File: config.mk
export PLATFORM = sky130hd
export DESIGN_NAME = forward_source_tracker
export DESIGN_NICKNAME = d
export VERILOG_FILES = /design/src/rtl/forward_source_tracker.sv
export SDC_FILE = /design/constraint.sdc
export NUM_CORES = 1
export LEC_CHECK = 0
export BUFFER_PORTS_ARGS = -buffer_cell sky130_fd_sc_hd__buf_2
export CAP_MARGIN = 10
export CORE_MARGIN = 8
export CORE_UTILIZATION = 47
export DETAILED_ROUTE_END_ITERATION = 16
export PLACE_DENSITY_LB_ADDON = 0.15
export SLEW_MARGIN = 5
export SYNTH_ARGS = -nofsm -noshare
export SYNTH_HDL_FRONTEND = slang
export SYNTH_SLANG_ARGS = --single-unit
File: constraint.sdc
create_clock -name clk -period 1.3 [get_ports clk]
set_input_delay 0 -clock clk [delete_from_list [all_inputs] [get_ports clk]]
set_output_delay 0 -clock clk [all_outputs]
set_load 0.05 [all_outputs]
File: src/rtl/forward_source_tracker.sv
// Producer-side bypass tracker: records in-flight register writes per pipeline stage and
// produces per-source stage match vectors plus a load-use stall for the bypass selector.
module forward_source_tracker #(
    parameter int STAGES   = 3,
    parameter int NUM_SRC  = 2,
    parameter int REG_BITS = 5,
    parameter int RS_BITS  = 2
) (
    input  logic                               clk,
    input  logic                               resetn,
    input  logic                               issue_valid,
    input  logic [REG_BITS-1:0]                issue_dest,
    input  logic [RS_BITS-1:0]                 issue_ready_stage,
    input  logic                               advance,
    input  logic                               flush,
    input  logic [NUM_SRC-1:0][REG_BITS-1:0]   src_reg,
    output logic [NUM_SRC-1:0][STAGES-1:0]     fwd_select,
    output logic                               fwd_stall
);

    logic [STAGES-1:0]   vld_p0;
    logic [REG_BITS-1:0] dest_p0 [STAGES];
    logic [RS_BITS-1:0]  rdy_p0  [STAGES];

    // Valid bits carry all control meaning; a write to $0 is never tracked.
    always_ff @(posedge clk) begin
        if (!resetn || flush) begin
            vld_p0 <= '0;
        end else if (advance) begin
            vld_p0[0] <= issue_valid && (issue_dest != '0);
            for (int i = 1; i < STAGES; i++) begin
                vld_p0[i] <= vld_p0[i-1];
            end
        end
    end

    always_ff @(posedge clk) begin
        if (advance) begin
            dest_p0[0] <= issue_dest;
            rdy_p0[0]  <= issue_ready_stage;
            for (int i = 1; i < STAGES; i++) begin
                dest_p0[i] <= dest_p0[i-1];
                rdy_p0[i]  <= rdy_p0[i-1];
            end
        end
    end

    // Lookup stage: only the youngest hit decides whether the operand is available yet.
    always_comb begin
        logic found;
        fwd_select = '0;
        fwd_stall  = 1'b0;
        found      = 1'b0;
        for (int s = 0; s < NUM_SRC; s++) begin
            found = 1'b0;
            for (int k = 0; k < STAGES; k++) begin
                if (vld_p0[k] && (dest_p0[k] == src_reg[s]) && (src_reg[s] != '0)) begin
                    fwd_select[s][k] = 1'b1;
                    if (!found) begin
                        found = 1'b1;
                        if (int'(rdy_p0[k]) > k) begin
                            fwd_stall = 1'b1;
                        end
                    end
                end
            end
        end
    end

endmodule
==> results.toml, run 1 <==
[clock_network]
clk_path_buf_depth = 2
cts_tree = "done"
htreeDepth = 1
postCtsSetupBuffers = 0
clock_sinks = 24
path_clk_slew_ns = 0.13
cts_buffers = 3
root_buffer = "clkbuf_4"
clock_latency_ns = 0.32

[worst_setup_path]
path_depth = 7
crit_slowest_cell = "edfxtp_1"
cp-start-kind = "flip-flop"
path_class = "flip-flop to primary output"
path_buf_inv = 1
crit_fanout = 2
reg2regPathDepth = 1
required_ns = 1.30
critPathCaptureType = "primary output"
cp_top_family = "simple AND/OR/NAND/NOR gates"
cp.arrival_ns = 1.97
slowest_delay_ns = 0.43
path_cells = "xnor2_1 > nand4_1 > nor4_4 > nand4b_1 > a21o_1 > o211ai_2 > buf_6"

[hold_path]
worstHoldPathCells = 1
min_path_type = "primary input to flip-flop"

[floorplanning]
die_width_um = 66.7
dieArea_um2 = 4450
pin_count = 29
rows = 18
die_y_um = 66.7
start_util_pct = 49.2
core_um2 = 2450

[global_routing]
grt_pass1_wl_um = 4850
gr-total-overflow = 0
grt_usage_pct = 14.1
grt_max_degree = 26
antenna_found_initial = 0
grt_pass1_vias = 1016

[synthesis]
synth_largest_area_cell = "edfxtp_1"
yosys-top-cells-area = "edfxtp_1, xnor2_1, xor2_1, dfxtp_1, nand4_1"
syn_avg_cell_area_um2 = 14.0
netlist_instances = 86
synth_cell_types = 22
synth_nets = 108
yosys_warnings = 0
netlist_area_um2 = 1210
ys_seq_elements = 24
ys_seq_area_share_pct = 57.2
synth_top_area_share_pct = 52.2

[detailed_routing]
viasPerCell = 5.20
wirelength_um = 2900
wire_per_inst_um = 16.6
firstDrtPassIters = 4
drc = 0
vias = 910
ant_nets = 0
drt_iter0_drc = 19

[placement]
dp.cells = 161
gp_congestion = 0.787
dp_hpwl_um = 2190
dp_worst_setup_slack_ns = -0.434
port_buffers = 28

[sta]
tightest_slew_ns = 0.544
finalClockSkew_ns = 0.0116
period_needed_ns = 1.97
rsz0062_at_grt = "true"
fin_ws_ns = -0.674
period_share_pct = 152
maxSlewHeadroom_pct = 63.8
hold_viol = 0
finalSetupViolCount = 7
slew_violations = 0
fmax_mhz = 507
whs_ns = 0.187

[power_and_ir_drop]
power_uw = 1550
ir_drop_mv = 0.949
p_per_area_nw_per_um2 = 868
p_leak_uw = 0.000657

[final_layout]
layout-drive-gt1-share_pct = 42.8
filler_cell_count = 162
finalNonFillerCells = 175
fin_util_pct = 72.7
insertedDiodeCount = 0
nNetsFinal = 168
area_delta_synth_final_pct = 47.9

[run]
cap_viol_max_count = 0

[run_status]
violations = "setup timing"
status = "finished with violations"
per-layer routing:
metal / wire [µm] / GRT usage, % / vias to the layer above
met5: 0 / 0 / -
met4: 52 / 3.47 / 0
met3: 167 / 3.36 / 5
met2: 1430 / 24.4 / 25
met1: 1250 / 17.1 / 434
li1: - / - / 446
cells by family after synthesis:
kind of cell | share of synthesized area (%)
AOI/OAI and AO/OA | 3.94
xor gates and xnor gates | 21.8
DFF | 57.2
muxes | 1.66
and+or+nand+nor | 15.4
Yosys cell counts:
master / number
or4_4: 2
a32oi_1: 1
mux2i_1: 2
a21o_1: 1
edfxtp_1: 21
nor2_1: 2
nand2b_1: 2
nor4_1: 4
nand4_1: 6
dfxtp_1: 3
xnor2_1: 18
nor2b_4: 1
nor2_4: 2
or4_1: 1
a21oi_1: 1
nand2_1: 1
nand4b_1: 1
o22ai_1: 1
o211ai_2: 1
o211ai_1: 1
xor2_1: 12
nor4_2: 2
flip-flops by register name, indices dropped and copies added (netlist names):
name	count
rdy_p0	6
dest_p0	15
vld_p0	3
final timing paths:
path | slack [ns] | start | end
min reg2reg | 0.48 | rdy_p0[0][1] | rdy_p0[0][3]
max reg2reg | 0.48 | dest_p0[0][7] | dest_p0[0][12]
min | 0.19 | advance | rdy_p0[0][0]
max | -0.67 | dest_p0[0][12] | fwd_stall
cells in the final DEF, fill, tap and decap left out:
cell / count
buf_8: 1
nand4b_1: 1
nor2_4: 2
o211ai_1: 1
nand2b_1: 2
a32oi_1: 1
xor2_1: 12
buf_6: 5
buf_2: 22
clkbuf_4: 3
a21o_1: 1
xnor2_1: 16
or4_4: 2
nand4_1: 6
buf_4: 16
nand2_1: 1
o211ai_2: 1
buf_12: 1
mux2i_1: 2
o22ai_1: 1
dfxtp_1: 3
nor4_4: 6
nor2b_4: 1
or4_1: 1
a21oi_1: 1
dlygate4sd3_1: 10
xnor2_2: 2
nor2_1: 2
edfxtp_1: 21
clkbuf_1: 1
metrics by stage:
step	TNS, ns	area (µm²)
floorplan	-1.08	1280
global placement	-0.678	1600
detailed placement	-0.764	1600
CTS	-2.60	1770
global route	-3.34	1790
finish	-2.57	1790
power breakdown:
group | switching (µW) | internal, µW | leakage, µW
clock | 216 | 120 | 0.0000150
combinational | 131 | 147 | 0.000412
sequential | 40.8 | 895 | 0.000230
total | 388 | 1160 | 0.000657
repair_timing:
item,CTS,global route
setup endpoints to repair,7,7
hold endpoints to repair,10,0
resized for setup,13,2
hold buffers,10,0
pin swaps,4,1
layout make-up:
| cell class | instances | area (µm²) | share of cell area, % |
|---|---|---|---|
| multi-input cells | 62 | 609 | 34.1 |
| repair buffers | 55 | 422 | 23.6 |
| clock buffers | 4 | 26.3 | 1.47 |
| well taps | 30 | 37.5 | 2.10 |
| flip-flops and latches | 24 | 691 | 38.7 |
(Power assumes the default switching activity.)
==> inputs of run 2 (changes only) <==
--- a/config.mk
+++ b/config.mk
@@ -10,6 +10,7 @@
 export CORE_MARGIN = 8
 export CORE_UTILIZATION = 47
 export DETAILED_ROUTE_END_ITERATION = 16
+export GPL_TIMING_DRIVEN = 0
 export PLACE_DENSITY_LB_ADDON = 0.15
 export SLEW_MARGIN = 5
 export SYNTH_ARGS = -nofsm -noshare
==> results.toml, run 2 (synthesis gave the netlist of run 1 again) <==
[final_layout]
final_cell_mix = "edfxtp_1, buf_2, xnor2_1"
finalNonFillerCells = 162
largest_register = "dest_p0"
area_delta_synth_final_pct = 39.7
nNetsFinal = 155
final_common_cell = "edfxtp_1"
fin_util_pct = 68.7
largest_register_ffs = 15
layout-drive-gt1-share_pct = 36.4
filler_cell_count = 174
final_area_um2 = 1690
insertedDiodeCount = 0
reg_top3 = "dest_p0 (15), rdy_p0 (6), vld_p0 (3)"

[sta]
hold_viol = 0
tightest_slew_ns = 0.530
maxSlewHeadroom_pct = 64.7
period_needed_ns = 1.94
fin_ws_ns = -0.638
finalClockSkew_ns = 0.0189
fmax_mhz = 516
finalSetupViolCount = 7
period_share_pct = 149
slew_violations = 0
rsz0062_at_grt = "true"

[power_and_ir_drop]
p_clk_share_pct = 21.9
power_frac_seq_pct = 62.7
power_uw = 1490
p_sw_share_pct = 24.4
p_sw_uw = 365
ir_drop_mv = 0.773
comb_power_share_pct = 15.4
internal_power_uw = 1130
p_leak_uw = 0.000589
p_per_area_nw_per_um2 = 885

[worst_setup_path]
rrSetupSlack_ns = 0.11
required_ns = 1.30
critPathCaptureType = "primary output"
crit_fanout = 2
cp-start-kind = "flip-flop"
cp.arrival_ns = 1.94
path_class = "flip-flop to primary output"

[global_routing]
antenna_found_initial = 0
grt_max_degree = 26
grt_pass1_vias = 891
grt_pass1_wl_um = 4220
grt_usage_pct = 12.5
gr-total-overflow = 0

[clock_network]
clk_path_buf_depth = 2
cts_buffers = 3
cts_tree = "done"
path_clk_slew_ns = 0.13
root_buffer = "clkbuf_4"
clock_sinks = 24
htreeDepth = 1
clock_latency_ns = 0.31

[detailed_routing]
firstDrtPassIters = 4
drt_iter0_drc = 37
viasPerCell = 5.20
ant_nets = 0
wire_per_inst_um = 15.9
wirelength_um = 2580
vias = 843
drc = 0

[placement]
dp.cells = 144
dp_hpwl_um = 1980
port_buffers = 28
gp_congestion = 0.864
place_area_um2 = 1460

[run_status]
violations = "setup timing"
status = "finished with violations"

[floorplanning]
dieArea_um2 = 4450
die_width_um = 66.7
core_um2 = 2450
rows = 18
start_util_pct = 49.2
pin_count = 29
die_y_um = 66.7

[hold_path]
min_path_type = "primary input to flip-flop"

[run]
cap_viol_max_count = 0
==> run 2: area by class of cell <==
cell class                 instances  area (µm²)  area share (%)
clock buffer                       4        26.3            1.56
tap                               30        37.5            2.23
multi-input combinational         62         606            35.9
sequential                        24         691            40.9
timing repair buffer              42         327            19.4
==> run 2: through the flow <==
| stage | worst slack (ns) | hold slack [ns] | setup TNS [ns] |
|---|---|---|---|
| 3_3_place_gp | -0.455 | 0.177 | -0.631 |
| 2_1_floorplan | -0.864 | 0.0989 | -1.08 |
| 3_5_place_dp | -0.492 | 0.180 | -0.732 |
| 4_1_cts | -0.651 | 0.196 | -2.50 |
| 5_1_grt | -0.806 | 0.207 | -3.34 |
| 6_report | -0.638 | 0.190 | -2.46 |
==> run 2: critical path: stages (launching register included) <==
cell and delay (ns):
edfxtp_1 0.43, xnor2_1 0.16, nand4_1 0.18, nor4_4 0.21, nor2b_4 0.19, a32oi_2 0.11, o211ai_2 0.17, buf_6 0.18
==> run 2: worst paths after layout <==
kind,startpoint,endpoint,depth (start not counted)
worst max-delay path,dest_p0[0][12],fwd_stall,7
worst min-delay path,advance,rdy_p0[0][0],1
worst max register to register,vld_p0[1],vld_p0[2],3
worst min register to register,rdy_p0[0][2],rdy_p0[0][4],0
==> run 2: power by group through the flow <==
stage	combinational, µW	clock (µW)	sequential (µW)
6_report	230	327	936
5_1_grt	249	377	942
4_1_cts	234	334	937
3_5_place_dp	207	0	954
3_3_place_gp	200	0	950
2_1_floorplan	123	0	944
==> run 2: per-layer routing <==
metal	vias to the layer above	part of all wire (%)	track usage, %	wire [µm]
met1	395	44	15.1	1140
met2	24	48	20.8	1250
met5	-	0	0	0
li1	420	-	-	-
met3	4	5.7	3.19	148
met4	0	1.4	4.80	36
==> run 2: what timing repair did <==
action                                  CTS  global route
setup buffers                             2             2
pin swaps                                 3             5
hold endpoints to repair                  9             0
hold buffers                             12             0
endpoints found under the setup margin    7             8
gates resized for setup                  13             6
